==> config.mk <==
export PLATFORM = sky130hd
export DESIGN_NAME = dm_arb
export DESIGN_NICKNAME = d
export VERILOG_FILES = /design/src/rtl/dm_arb_pkg.sv /design/src/rtl/rr_arb2.sv /design/src/rtl/dm_arb.sv
export SDC_FILE = /design/constraint.sdc
export NUM_CORES = 1
export LEC_CHECK = 0
export CAP_MARGIN = 20
export CORE_ASPECT_RATIO = 0.75
export CORE_UTILIZATION = 43
export CTS_CLUSTER_SIZE = 8
export DETAILED_ROUTE_END_ITERATION = 10
export PLACE_DENSITY = 0.82
export SLEW_MARGIN = 20
export SYNTH_ARGS = -nofsm -noshare
export SYNTH_HDL_FRONTEND = slang
export SYNTH_HIERARCHICAL = 1
export SYNTH_SLANG_ARGS = --single-unit
==> constraint.sdc <==
create_clock -name clk -period 3.3 [get_ports clk]
set_input_delay 0.495 -clock clk [delete_from_list [all_inputs] [get_ports clk]]
set_output_delay 0.495 -clock clk [all_outputs]
set_load 0.03 [all_outputs]
==> src/rtl/dm_arb_pkg.sv <==
// rtl/dm_arb_pkg.sv - data memory access modes and arbiter FSM encodings
package dm_arb_pkg;

   localparam logic [2:0] DM_NONE = 3'd0;
   localparam logic [2:0] DM_W    = 3'd1;
   localparam logic [2:0] DM_H    = 3'd2;
   localparam logic [2:0] DM_HU   = 3'd3;
   localparam logic [2:0] DM_B    = 3'd4;
   localparam logic [2:0] DM_BU   = 3'd5;

   localparam logic DM_WRITE_ENABLED = 1'b1;

   typedef enum logic [1:0] {
      ARB_IDLE  = 2'd0,
      ARB_ISSUE = 2'd1,
      ARB_RESP  = 2'd2
   } arb_state_t;

   typedef struct packed {
      logic        we;
      logic [31:0] addr;
      logic [31:0] wdata;
      logic [2:0]  mode;
   } dm_req_t;

endpackage

==> src/rtl/rr_arb2.sv <==
// rtl/rr_arb2.sv - two-way round-robin selector with one-hot grant
module rr_arb2 (
   input  logic       req0,
   input  logic       req1,
   input  logic       ptr,
   input  logic       en,
   output logic [1:0] gnt
);

   // ptr names the port served last; on a tie the other port wins
   always_comb begin
      gnt = 2'b00;
      if (en) begin
         if (req0 && req1) begin
            gnt = ptr ? 2'b01 : 2'b10;
         end else begin
            gnt = {req1, req0};
         end
      end
   end

endmodule

==> src/rtl/dm_arb.sv <==
// rtl/dm_arb.sv - two-port arbiter in front of a single data memory
module dm_arb
   import dm_arb_pkg::*;
(
   input  logic        clk,
   input  logic        reset_n,
   input  logic        req0,
   input  logic        we0,
   input  logic [31:0] addr0,
   input  logic [31:0] wdata0,
   input  logic [2:0]  mode0,
   input  logic        req1,
   input  logic        we1,
   input  logic [31:0] addr1,
   input  logic [31:0] wdata1,
   input  logic [2:0]  mode1,
   output logic        gnt0,
   output logic        gnt1,
   output logic        rvalid0,
   output logic        rvalid1,
   output logic [31:0] rdata0,
   output logic [31:0] rdata1,
   output logic        err0,
   output logic        err1,
   output logic [31:0] dm_addr,
   output logic [31:0] dm_wdata,
   output logic        dm_we,
   output logic [2:0]  dm_mode,
   input  logic [31:0] dm_rdata,
   input  logic        dm_invalid,
   output logic [15:0] err_count
);

   arb_state_t  state_q, state_d;
   logic        last_q;
   logic        sel_q;
   dm_req_t     pay_q;
   logic [31:0] rdata_cap_q;
   logic        inv_cap_q;
   logic [15:0] err_cnt_q;
   logic [1:0]  gnt;
   logic [31:0] resp_data;

   // grants only happen in IDLE, and never while reset is held
   rr_arb2 u_rr (
      .req0 (req0),
      .req1 (req1),
      .ptr  (last_q),
      .en   ((state_q == ARB_IDLE) && reset_n),
      .gnt  (gnt)
   );

   assign gnt0      = gnt[0];
   assign gnt1      = gnt[1];
   assign err_count = err_cnt_q;
   assign resp_data = (!pay_q.we && !inv_cap_q) ? rdata_cap_q : 32'h0;

   // FSM state register; async reset also kills an in-flight write
   always_ff @(posedge clk or negedge reset_n) begin
      if (!reset_n) begin
         state_q <= ARB_IDLE;
      end else begin
         state_q <= state_d;
      end
   end

   // next state, memory drive in ISSUE, response pulse in RESP
   always_comb begin
      state_d  = state_q;
      dm_addr  = 32'h0;
      dm_wdata = 32'h0;
      dm_we    = 1'b0;
      dm_mode  = DM_NONE;
      rvalid0  = 1'b0;
      rvalid1  = 1'b0;
      rdata0   = 32'h0;
      rdata1   = 32'h0;
      err0     = 1'b0;
      err1     = 1'b0;
      case (state_q)
         ARB_IDLE: begin
            if (|gnt) state_d = ARB_ISSUE;
         end
         ARB_ISSUE: begin
            state_d  = ARB_RESP;
            dm_addr  = pay_q.addr;
            dm_wdata = pay_q.wdata;
            dm_we    = pay_q.we ? DM_WRITE_ENABLED : ~DM_WRITE_ENABLED;
            dm_mode  = pay_q.mode;
         end
         ARB_RESP: begin
            state_d = ARB_IDLE;
            if (sel_q) begin
               rvalid1 = 1'b1;
               rdata1  = resp_data;
               err1    = inv_cap_q;
            end else begin
               rvalid0 = 1'b1;
               rdata0  = resp_data;
               err0    = inv_cap_q;
            end
         end
         default: state_d = ARB_IDLE;
      endcase
   end

   // payload latch on grant, memory result capture, saturating error count
   always_ff @(posedge clk or negedge reset_n) begin
      if (!reset_n) begin
         last_q      <= 1'b1;
         sel_q       <= 1'b0;
         pay_q       <= '{we: 1'b0, addr: 32'h0, wdata: 32'h0, mode: DM_NONE};
         rdata_cap_q <= 32'h0;
         inv_cap_q   <= 1'b0;
         err_cnt_q   <= 16'h0;
      end else begin
         if (|gnt) begin
            sel_q  <= gnt[1];
            last_q <= gnt[1];
            if (gnt[1]) begin
               pay_q <= '{we: we1, addr: addr1, wdata: wdata1, mode: mode1};
            end else begin
               pay_q <= '{we: we0, addr: addr0, wdata: wdata0, mode: mode0};
            end
         end
         if (state_q == ARB_ISSUE) begin
            rdata_cap_q <= dm_rdata;
            inv_cap_q   <= dm_invalid;
         end
         if ((state_q == ARB_RESP) && inv_cap_q && (err_cnt_q != 16'hFFFF)) begin
            err_cnt_q <= err_cnt_q + 16'd1;
         end
      end
   end

endmodule

==> results of run 1 <==
-- state kept, by name (all words and copies together), names as in the netlist --
name	count
err_count	16
inv_cap_q	1
last_q	1
pay_q	68
rdata_cap_q	32
sel_q	1
state_q	2
-- per-stage QoR --
stage / utilization, % / worst slack (ps) / instance area (sq um)
after floorplan: - / 852 / 6240
after global placement: 69.8 / 752 / 9720
after detailed placement: 69.8 / 666 / 9720
after CTS: 74.0 / 233 / 10300
after global routing: 74.0 / 121 / 10300
final: 74.0 / 263 / 10300
-- cell families after synthesis --
logic type | count (synthesis) | synth area share, %
AND/OR/NAND/NOR | 254 | 23.0
flip-flops | 121 | 48.6
multiplexers | 104 | 17.5
AO/OA/AOI/OAI | 76 | 6.28
buffers and inverters | 46 | 2.93
XOR/XNOR | 11 | 1.54
adder cells (fa/ha/maj) | 1 | 0.201
-- area by class of cell --
class                      instances  area [sq um]
clock buffer                      21           470
tap                              195           244
timing repair buffer             339          3360
multi-input combinational        446          3070
clock inverter                    11           121
fill                             997          3620
inverter                           6          22.5
sequential                       121          3030
-- synthesized netlist by cell type, types with 2 or more instances --
cell and instances:
clkbuf_1 31, o21ai_0 70, nor3_1 5, inv_1 6
mux2_2 34, nand4_1 4, xor2_1 6, and2_1 132
xnor2_1 5, mux2i_1 68, dfrtp_1 120, nor2_1 9
a21o_1 2, nor4_2 5, nand2_1 78, nand3_1 8
a21oi_1 3, buf_2 8
-- worst max-delay path: stages, from the launching register on --
cell	delay, ps
dfrtp_1	460
nand2b_1	260
nor4_4	200
buf_4	310
and2_1	190
clkdlybuf4s50_1	700
-- power by group --
part / total [uW] / switching (uW) / leakage (uW) / internal [uW]
sequential: 2650 / 489 / 0.00148 / 2170
combinational: 3270 / 1750 / 0.00233 / 1520
clock: 1840 / 672 / 0.000289 / 1170
total: 7760 / 2910 / 0.00411 / 4850
-- path summary, 6_finish.rpt --
kind                                   to  cells past startpoint
setup / recovery                rdata1[5]                      5
hold / removal             rdata_cap_q[7]                      2
setup reg to reg                 pay_q[1]                      6
hold reg to reg                state_q[0]                      1
max in group asynchronous       pay_q[13]                      3
min in group clk               state_q[0]                      1
-- per-layer routing --
metal / up-vias / track usage (%)
li1: 2695 / -
met1: 2753 / 32.0
met2: 235 / 49.0
met3: 37 / 8.69
met4: 0 / 10.1
met5: - / 0
==> impl_metrics.json, run 1 <==
{
  "syn-cell-area_sq_um": 6240,
  "core_sq_um": 13900,
  "grt_pass1_vias": 6004,
  "gp_congestion": 0.845,
  "max_freq_ghz": 0.329,
  "relSlewSlack_pct": 46.8,
  "p_per_area_nw_per_um2": 752,
  "async_flop_share_pct": 100,
  "grt_first_pass_wirelength_um": 31800,
  "antenna_found_initial": 0,
  "final_common_cell": "clkdlybuf4s50_1",
  "ys_warn_count": 6,
  "period_minus_slack_ps": 3040,
  "synthFlopType": "dfrtp_1",
  "insertion_delay_ps": 410,
  "dp_cells": 1107,
  "row_count": 37,
  "cts.htree.levels": 4,
  "grt_usage_pct": 27.9,
  "nets": 1105,
  "cts-root-buf": "clkbuf_16",
  "total_power_uw": 7760,
  "r2r_slack_ps": 970,
  "status": "completed",
  "critPathMaxFanout": 32,
  "layout_common_cells": "clkdlybuf4s50_1 (323), and2_1 (132), dfrtp_1 (120), nand2_1 (78), o21ai_0 (70)",
  "top_layer_used": "met4",
  "ctsHoldBuffers": 0,
  "syn_nets": 787,
  "crit_start": "state_q[1]",
  "reg2reg_from": "state_q[1]",
  "netlist-cell-type-count": 37,
  "max_cap_violations": 0,
  "start_util_pct": 44.8,
  "setup_viol": 0,
  "drive_gt1_share_pct": 10.3,
  "worst_pin_slew_ps": 798,
  "placement.io_buffers": 326,
  "grt_max_degree": 88,
  "vias": 5720,
  "cts_tree": "built",
  "final_cells": 1139,
  "dpl.hpwl_um": 15200,
  "ys_seq_area_share_pct": 48.6,
  "die-area_sq_um": 15000,
  "end_kind": "output pin",
  "slew_violations": 0,
  "drt-met1-wl_um": 7960,
  "synth_top_area_share_pct": 48.2,
  "cp.arrival_ps": 2540,
  "io_pins": 327,
  "dr_wl_met3_um": 1490,
  "wl_per_cell_um": 17.9,
  "wirelength_um": 20400,
  "path_class": "reg -> out",
  "die_h_um": 106,
  "p_leak_uw": 0.00411,
  "syn_avg_cell_area_sq_um": 10.2,
  "startpoint_type": "flop",
  "post_cts_resized": 0,
  "drt_iter0_drc": 340,
  "drtPass1Iterations": 4,
  "clockBufferDepth": 2,
  "ys_ff_latch": 121,
  "clock_sinks": 121,
  "post-cts-setup-buffer-count": 0,
  "hp-class": "in -> async",
  "drc_errors": 0,
  "antenna_left": 0,
  "grt_overflow": 0,
  "clkTransAtPathRegs_ps": 60,
  "dr_wl_met2_um": 10400,
  "synth_edf_count": 0,
  "synth.area.top_cells": "dfrtp_1 (48%), and2_1 (13%), mux2i_1 (11%)",
  "n_antenna_cell": 0,
  "vdd_drop_max_mv": 0.380,
  "via_per_inst": 5.02,
  "cts_inserted_buffers": 17,
  "fin_tns_setup_ps": 0,
  "yosys.area.top_type": "dfrtp_1",
  "fin_crit_sh_pct": 92.0,
  "timing.hold.ws_ps": 162,
  "hold_viol": 0,
  "cp.required_ps": 2800,
  "area_growth_pct": 65.4,
  "syn_inst": 613,
  "skew_ps": 10.6,
  "rsz0062_at_grt": "false",
  "fp.dieW_um": 141
}
Note: power is estimated with default switching activity, not from simulation.
==> inputs of run 2 (changes only) <==
- CELL_PAD_IN_SITES_DETAIL_PLACEMENT: default -> 0
- CELL_PAD_IN_SITES_GLOBAL_PLACEMENT: default -> 1
- CORE_UTILIZATION: 43 -> 31
- PLACE_DENSITY: 0.82 -> 0.95
==> run 2 against run 1 <==
  * Die area is 38% higher
  * Design area rose by 1.1%
  * Cell count rose by 4.7%
  * Largest cell class unchanged
  * The flow now finishes with violations (DRC)
  * Worst setup slack better by 5.3 ps
  * Wire length decreased by 6.3%
  * Clock power increased by 8%
  * Sequential share of layout area fell by 0.32 points
  * Combinational power is 2% lower
  * Hold slack improved by 160 ps
  * Largest power group unchanged
==> impl_metrics.json, run 2 (synthesis results as in run 1) <==
{
  "fin_crit_sh_pct": 91.9,
  "cts_inserted_buffers": 17,
  "failed_checks": "DRC",
  "rsz0062_at_grt": "false",
  "timing.hold.ws_ps": 320,
  "cts_tree": "built",
  "critPathMaxFanout": 32,
  "via_per_inst": 4.68,
  "start_util_pct": 31.9,
  "hp-class": "in -> async",
  "period_minus_slack_ps": 3030,
  "critPathMaxStageDelay_ps": 680,
  "multiInputGateArea_sq_um": 3070,
  "swShare_pct": 36.6,
  "hold_viol": 0,
  "post_cts_resized": 0,
  "skew_ps": 12.2,
  "grt_first_pass_wirelength_um": 30700,
  "fin_ws_ps": 268,
  "grt_overflow": 0,
  "crit_buf_inv": 2,
  "gp_congestion": 0.809,
  "fp.dieW_um": 166,
  "nets": 1102,
  "cts-root-buf": "clkbuf_16",
  "relSlewSlack_pct": 44.0,
  "die-area_sq_um": 20700,
  "final_common_cell": "clkdlybuf4s50_1",
  "r2r_slack_ps": 1240,
  "p_sw_uw": 2870,
  "fin_tns_setup_ps": 0,
  "wirelength_um": 19100,
  "p_int_uw": 4960,
  "drc_errors": 22,
  "cp.required_ps": 2800,
  "setup_viol": 0,
  "grt_usage_pct": 18.9,
  "end_kind": "output pin",
  "clockBufferDepth": 2,
  "wl_per_cell_um": 16.0,
  "cts.htree.levels": 4,
  "antenna_found_initial": 0,
  "p_leak_uw": 0.00411,
  "max_freq_ghz": 0.330,
  "max_cap_violations": 0,
  "slew_violations": 0,
  "post-cts-setup-buffer-count": 0,
  "placement.io_buffers": 326,
  "row_count": 44,
  "dpl.hpwl_um": 14000,
  "largest_reg_flops": 68,
  "layout_common_cells": "clkdlybuf4s50_1 (323), and2_1 (132), dfrtp_1 (120), nand2_1 (78), o21ai_0 (70)",
  "drt_iter0_drc": 286,
  "largest_register": "pay_q",
  "drive_gt1_share_pct": 10.0,
  "drtPass1Iterations": 8,
  "pre_cts_ws_ps": 679,
  "startpoint_type": "flop",
  "io_pins": 327,
  "area_growth_pct": 67.3,
  "pwr-share-clk_pct": 25.3,
  "status": "complete, but fails checks",
  "nFillCells": 1743,
  "n_antenna_cell": 0,
  "grt_pass1_vias": 5620,
  "grt_max_degree": 140,
  "clkTransAtPathRegs_ps": 50,
  "antenna_left": 0,
  "p_seq_share_pct": 33.5,
  "dp_cells": 1162,
  "power_frac_comb_pct": 41.2,
  "vias": 5587,
  "die_h_um": 125,
  "final_cells": 1193,
  "path_class": "reg -> out",
  "clock_sinks": 121,
  "p_per_area_nw_per_um2": 750,
  "crit_slowest_cell": "clkdlybuf4s50_1",
  "crit_family": "buffers and inverters",
  "vdd_drop_max_mv": 0.307,
  "cp.arrival_ps": 2540,
  "core_sq_um": 19500,
  "worst_pin_slew_ps": 839,
  "crit_chain": "nand2b_1, nor4_4, buf_4, and2_1, clkdlybuf4s50_1",
  "ctsHoldBuffers": 0,
  "seq_area_sq_um": 3030,
  "insertion_delay_ps": 420
}
[run 2: cell types whose count changed in the layout (fill, tap and decap cells not counted), sizes merged]
cell,change
clkbuf,-4
buf,-3
inv,+3
bufinv,+2
clkinv,-2
[run 2: worst paths after layout]
kind / startpoint / to / cells after the start
hold / removal: reset_n / pay_q[48] / 2
hold reg to reg: state_q[0] / state_q[0] / 1
setup / recovery: state_q[0] / rdata1[30] / 5
setup reg to reg: state_q[1] / pay_q[50] / 6
min in group clk: state_q[0] / state_q[0] / 1
max in group asynchronous: reset_n / rdata_cap_q[17] / 2
[run 2: cell type report]
cell class              count  share of cell area, %
repair buffers            336                   32.3
multi-input cells         446                   29.4
flip-flops and latches    121                   29.0
clock buffers              17                   4.08
well taps                 253                   3.03
clock inverters            14                   1.90
inverters                   6                  0.216
[run 2: routing by layer]
layer	vias to the layer above	global-route usage, %	wire (um)
li1	2694	-	-
met1	2670	22.5	8070
met2	212	31.9	9170
met3	11	7.50	1770
met4	0	4.84	124
met5	-	0	0
[run 2: per-stage QoR]
stage	area [sq um]	total power, uW	util, %
6_report	10400	7820	53.4
5_1_grt	10400	8310	53.4
4_1_cts	10400	7940	53.4
3_5_place_dp	9810	5900	50.2
3_3_place_gp	9810	5830	50.2
2_1_floorplan	6240	4510	-
[run 2: power by group through the flow]
stage / Sequential, uW / Clock [uW] / Combinational, uW
floorplan: 2490 / 0 / 2030
global route: 2720 / 2090 / 3500
CTS: 2630 / 2040 / 3270
finish: 2620 / 1980 / 3220
global placement: 2620 / 0 / 3200
detailed placement: 2640 / 0 / 3270
==> inputs of run 3 (changes only) <==
--- a/config.mk
+++ b/config.mk
@@ -13,4 +13,5 @@
 export CTS_CLUSTER_SIZE = 8
 export DETAILED_ROUTE_END_ITERATION = 10
+export HOLD_SLACK_MARGIN = 0.1
 export PLACE_DENSITY = 0.95
 export SLEW_MARGIN = 20
==> constraint.sdc (replaced) <==
create_clock -name clk -period 3.72 [get_ports clk]
set_input_delay 0.93 -clock clk [delete_from_list [all_inputs] [get_ports clk]]
set_output_delay 0.93 -clock clk [all_outputs]
set_load 0.03 [all_outputs]
==> run 3 against run 2 <==
  * The flow still finishes with violations (DRC)
  * Via count decreased by 1.5%
  * Critical path depth unchanged
  * Total power decreased by 9.5%
  * Non-clock buffer count decreased by 2
  * Largest cell class unchanged
==> impl_metrics.json, run 3 (synthesis results as in run 1) <==
{
  "antenna_found_initial": 1,
  "hold_viol": 0,
  "slew_violations": 0,
  "row_count": 44,
  "fin_ws_ps": 291,
  "grt_overflow": 0,
  "hp-class": "reg -> reg",
  "final_cells": 1192,
  "relSlewSlack_pct": 45.4,
  "ctsHoldBuffers": 0,
  "r2r_slack_ps": 1710,
  "max_freq_ghz": 0.292,
  "drive_gt1_share_pct": 9.81,
  "final_common_cell": "clkdlybuf4s50_1",
  "cp.arrival_ps": 2500,
  "rr_endpoint": "pay_q[50]",
  "nets": 1100,
  "setup_viol": 0,
  "grt_first_pass_wirelength_um": 30600,
  "vias": 5505,
  "antenna_left": 0,
  "cp.required_ps": 2790,
  "cts.htree.levels": 4,
  "die-area_sq_um": 20700,
  "post_cts_resized": 0,
  "worstRegToRegCells": 6,
  "pre_cts_ws_ps": 694,
  "grt_pass1_vias": 5598,
  "p_seq_share_pct": 32.8,
  "power_frac_comb_pct": 40.4,
  "cts-root-buf": "clkbuf_16",
  "grt_usage_pct": 19.0,
  "period_minus_slack_ps": 3430,
  "startpoint_type": "flop",
  "nFillCells": 1760,
  "fin_tns_setup_ps": 0,
  "p_per_area_nw_per_um2": 676,
  "drt_iter0_drc": 314,
  "layout_common_cells": "clkdlybuf4s50_1 (323), and2_1 (132), dfrtp_1 (120), nand2_1 (78), o21ai_0 (70)",
  "clock_sinks": 121,
  "status": "complete, but fails checks",
  "swShare_pct": 36.0,
  "final_area_sq_um": 10500,
  "cts_tree": "built",
  "wl_per_cell_um": 16.1,
  "grt_max_degree": 140,
  "dpl.hpwl_um": 13600,
  "largest_reg_flops": 68,
  "clockBufferDepth": 2,
  "p_leak_uw": 0.00411,
  "io_pins": 327,
  "dp_cells": 1160,
  "whs_endpoint": "state_q[0]",
  "insertion_delay_ps": 410,
  "start_util_pct": 31.9,
  "p_int_uw": 4530,
  "largest_register": "pay_q",
  "area_growth_pct": 67.8,
  "drtPass1Iterations": 7,
  "holdPathStages": 1,
  "failed_checks": "DRC",
  "fin_crit_sh_pct": 92.2,
  "p_sw_uw": 2550,
  "post-cts-setup-buffer-count": 0,
  "vdd_drop_max_mv": 0.317,
  "placement.io_buffers": 326,
  "worst_pin_slew_ps": 819,
  "drc_errors": 44,
  "max_cap_violations": 0,
  "gp_congestion": 0.796,
  "critPathMaxFanout": 32,
  "rsz0062_at_grt": "false",
  "end_kind": "output pin",
  "via_per_inst": 4.62,
  "wirelength_um": 19100,
  "pwr-share-clk_pct": 26.8,
  "die_h_um": 125,
  "skew_ps": 9.86,
  "hp-start": "state_q[0]",
  "clkTransAtPathRegs_ps": 50,
  "fp.dieW_um": 166,
  "path_class": "reg -> out",
  "placedInstanceArea_sq_um": 9790,
  "cts_inserted_buffers": 17,
  "reg2reg_from": "state_q[1]",
  "core_sq_um": 19500,
  "total_power_uw": 7080
}
-- run 3: changes by cell type in the layout (fill, tap and decap cells not counted), sizes merged --
cell | previous run | this run
diode | 0 | 1
bufinv | 4 | 6
clkinv | 5 | 1
clkinvlp | 2 | 4
buf | 13 | 11
-- run 3: worst max path at each step --
stage,start,to,slack (ps),cells after the start
finish,state_q[1],rdata0[16],290,5
global route,state_q[1],rdata0[25],130,5
CTS,state_q[0],rdata1[30],240,5
detailed placement,state_q[0],rdata0[16],690,5
global placement,state_q[0],rdata0[25],730,5
floorplan,reset_n,pay_q[11],840,8
-- run 3: metrics by stage --
stage / hold WS [ps] / util (%)
global route: 535 / 53.5
finish: 500 / 53.6
floorplan: 449 / -
global placement: 475 / 50.1
detailed placement: 495 / 50.1
CTS: 504 / 53.5
-- run 3: critical path, cell delays in order (launching register included) --
cell	delay [ps]
dfrtp_1	460
nand2b_1	260
nor4_4	200
buf_4	300
and2_1	180
clkdlybuf4s50_1	680
-- run 3: power by group through the flow --
stage          Sequential, uW  Combinational (uW)  Clock [uW]
2_1_floorplan            2210                1800           0
3_3_place_gp             2320                2840           0
3_5_place_dp             2340                2890           0
4_1_cts                  2330                2900        1950
5_1_grt                  2400                3100        2010
6_report                 2320                2860        1900
-- run 3: metal layers --
layer	GRT usage (%)	vias up	share of wire [%]
li1	-	2679	-
met1	22.6	2607	42
met2	31.6	202	48
met3	8.39	17	9.6
met4	4.18	0	0.92
met5	0	-	0
-- run 3: layout make-up --
class,instances,area (sq um),area share [%]
Clock inverter,14,245,2.34
Tap cell,253,317,3.02
Sequential cell,121,3030,28.9
Inverter,6,22.5,0.215
Timing Repair Buffer,334,3350,32.0
Multi-Input combinational cell,446,3070,29.3
Clock buffer,17,425,4.06
Antenna cell,1,2.50,0.0239
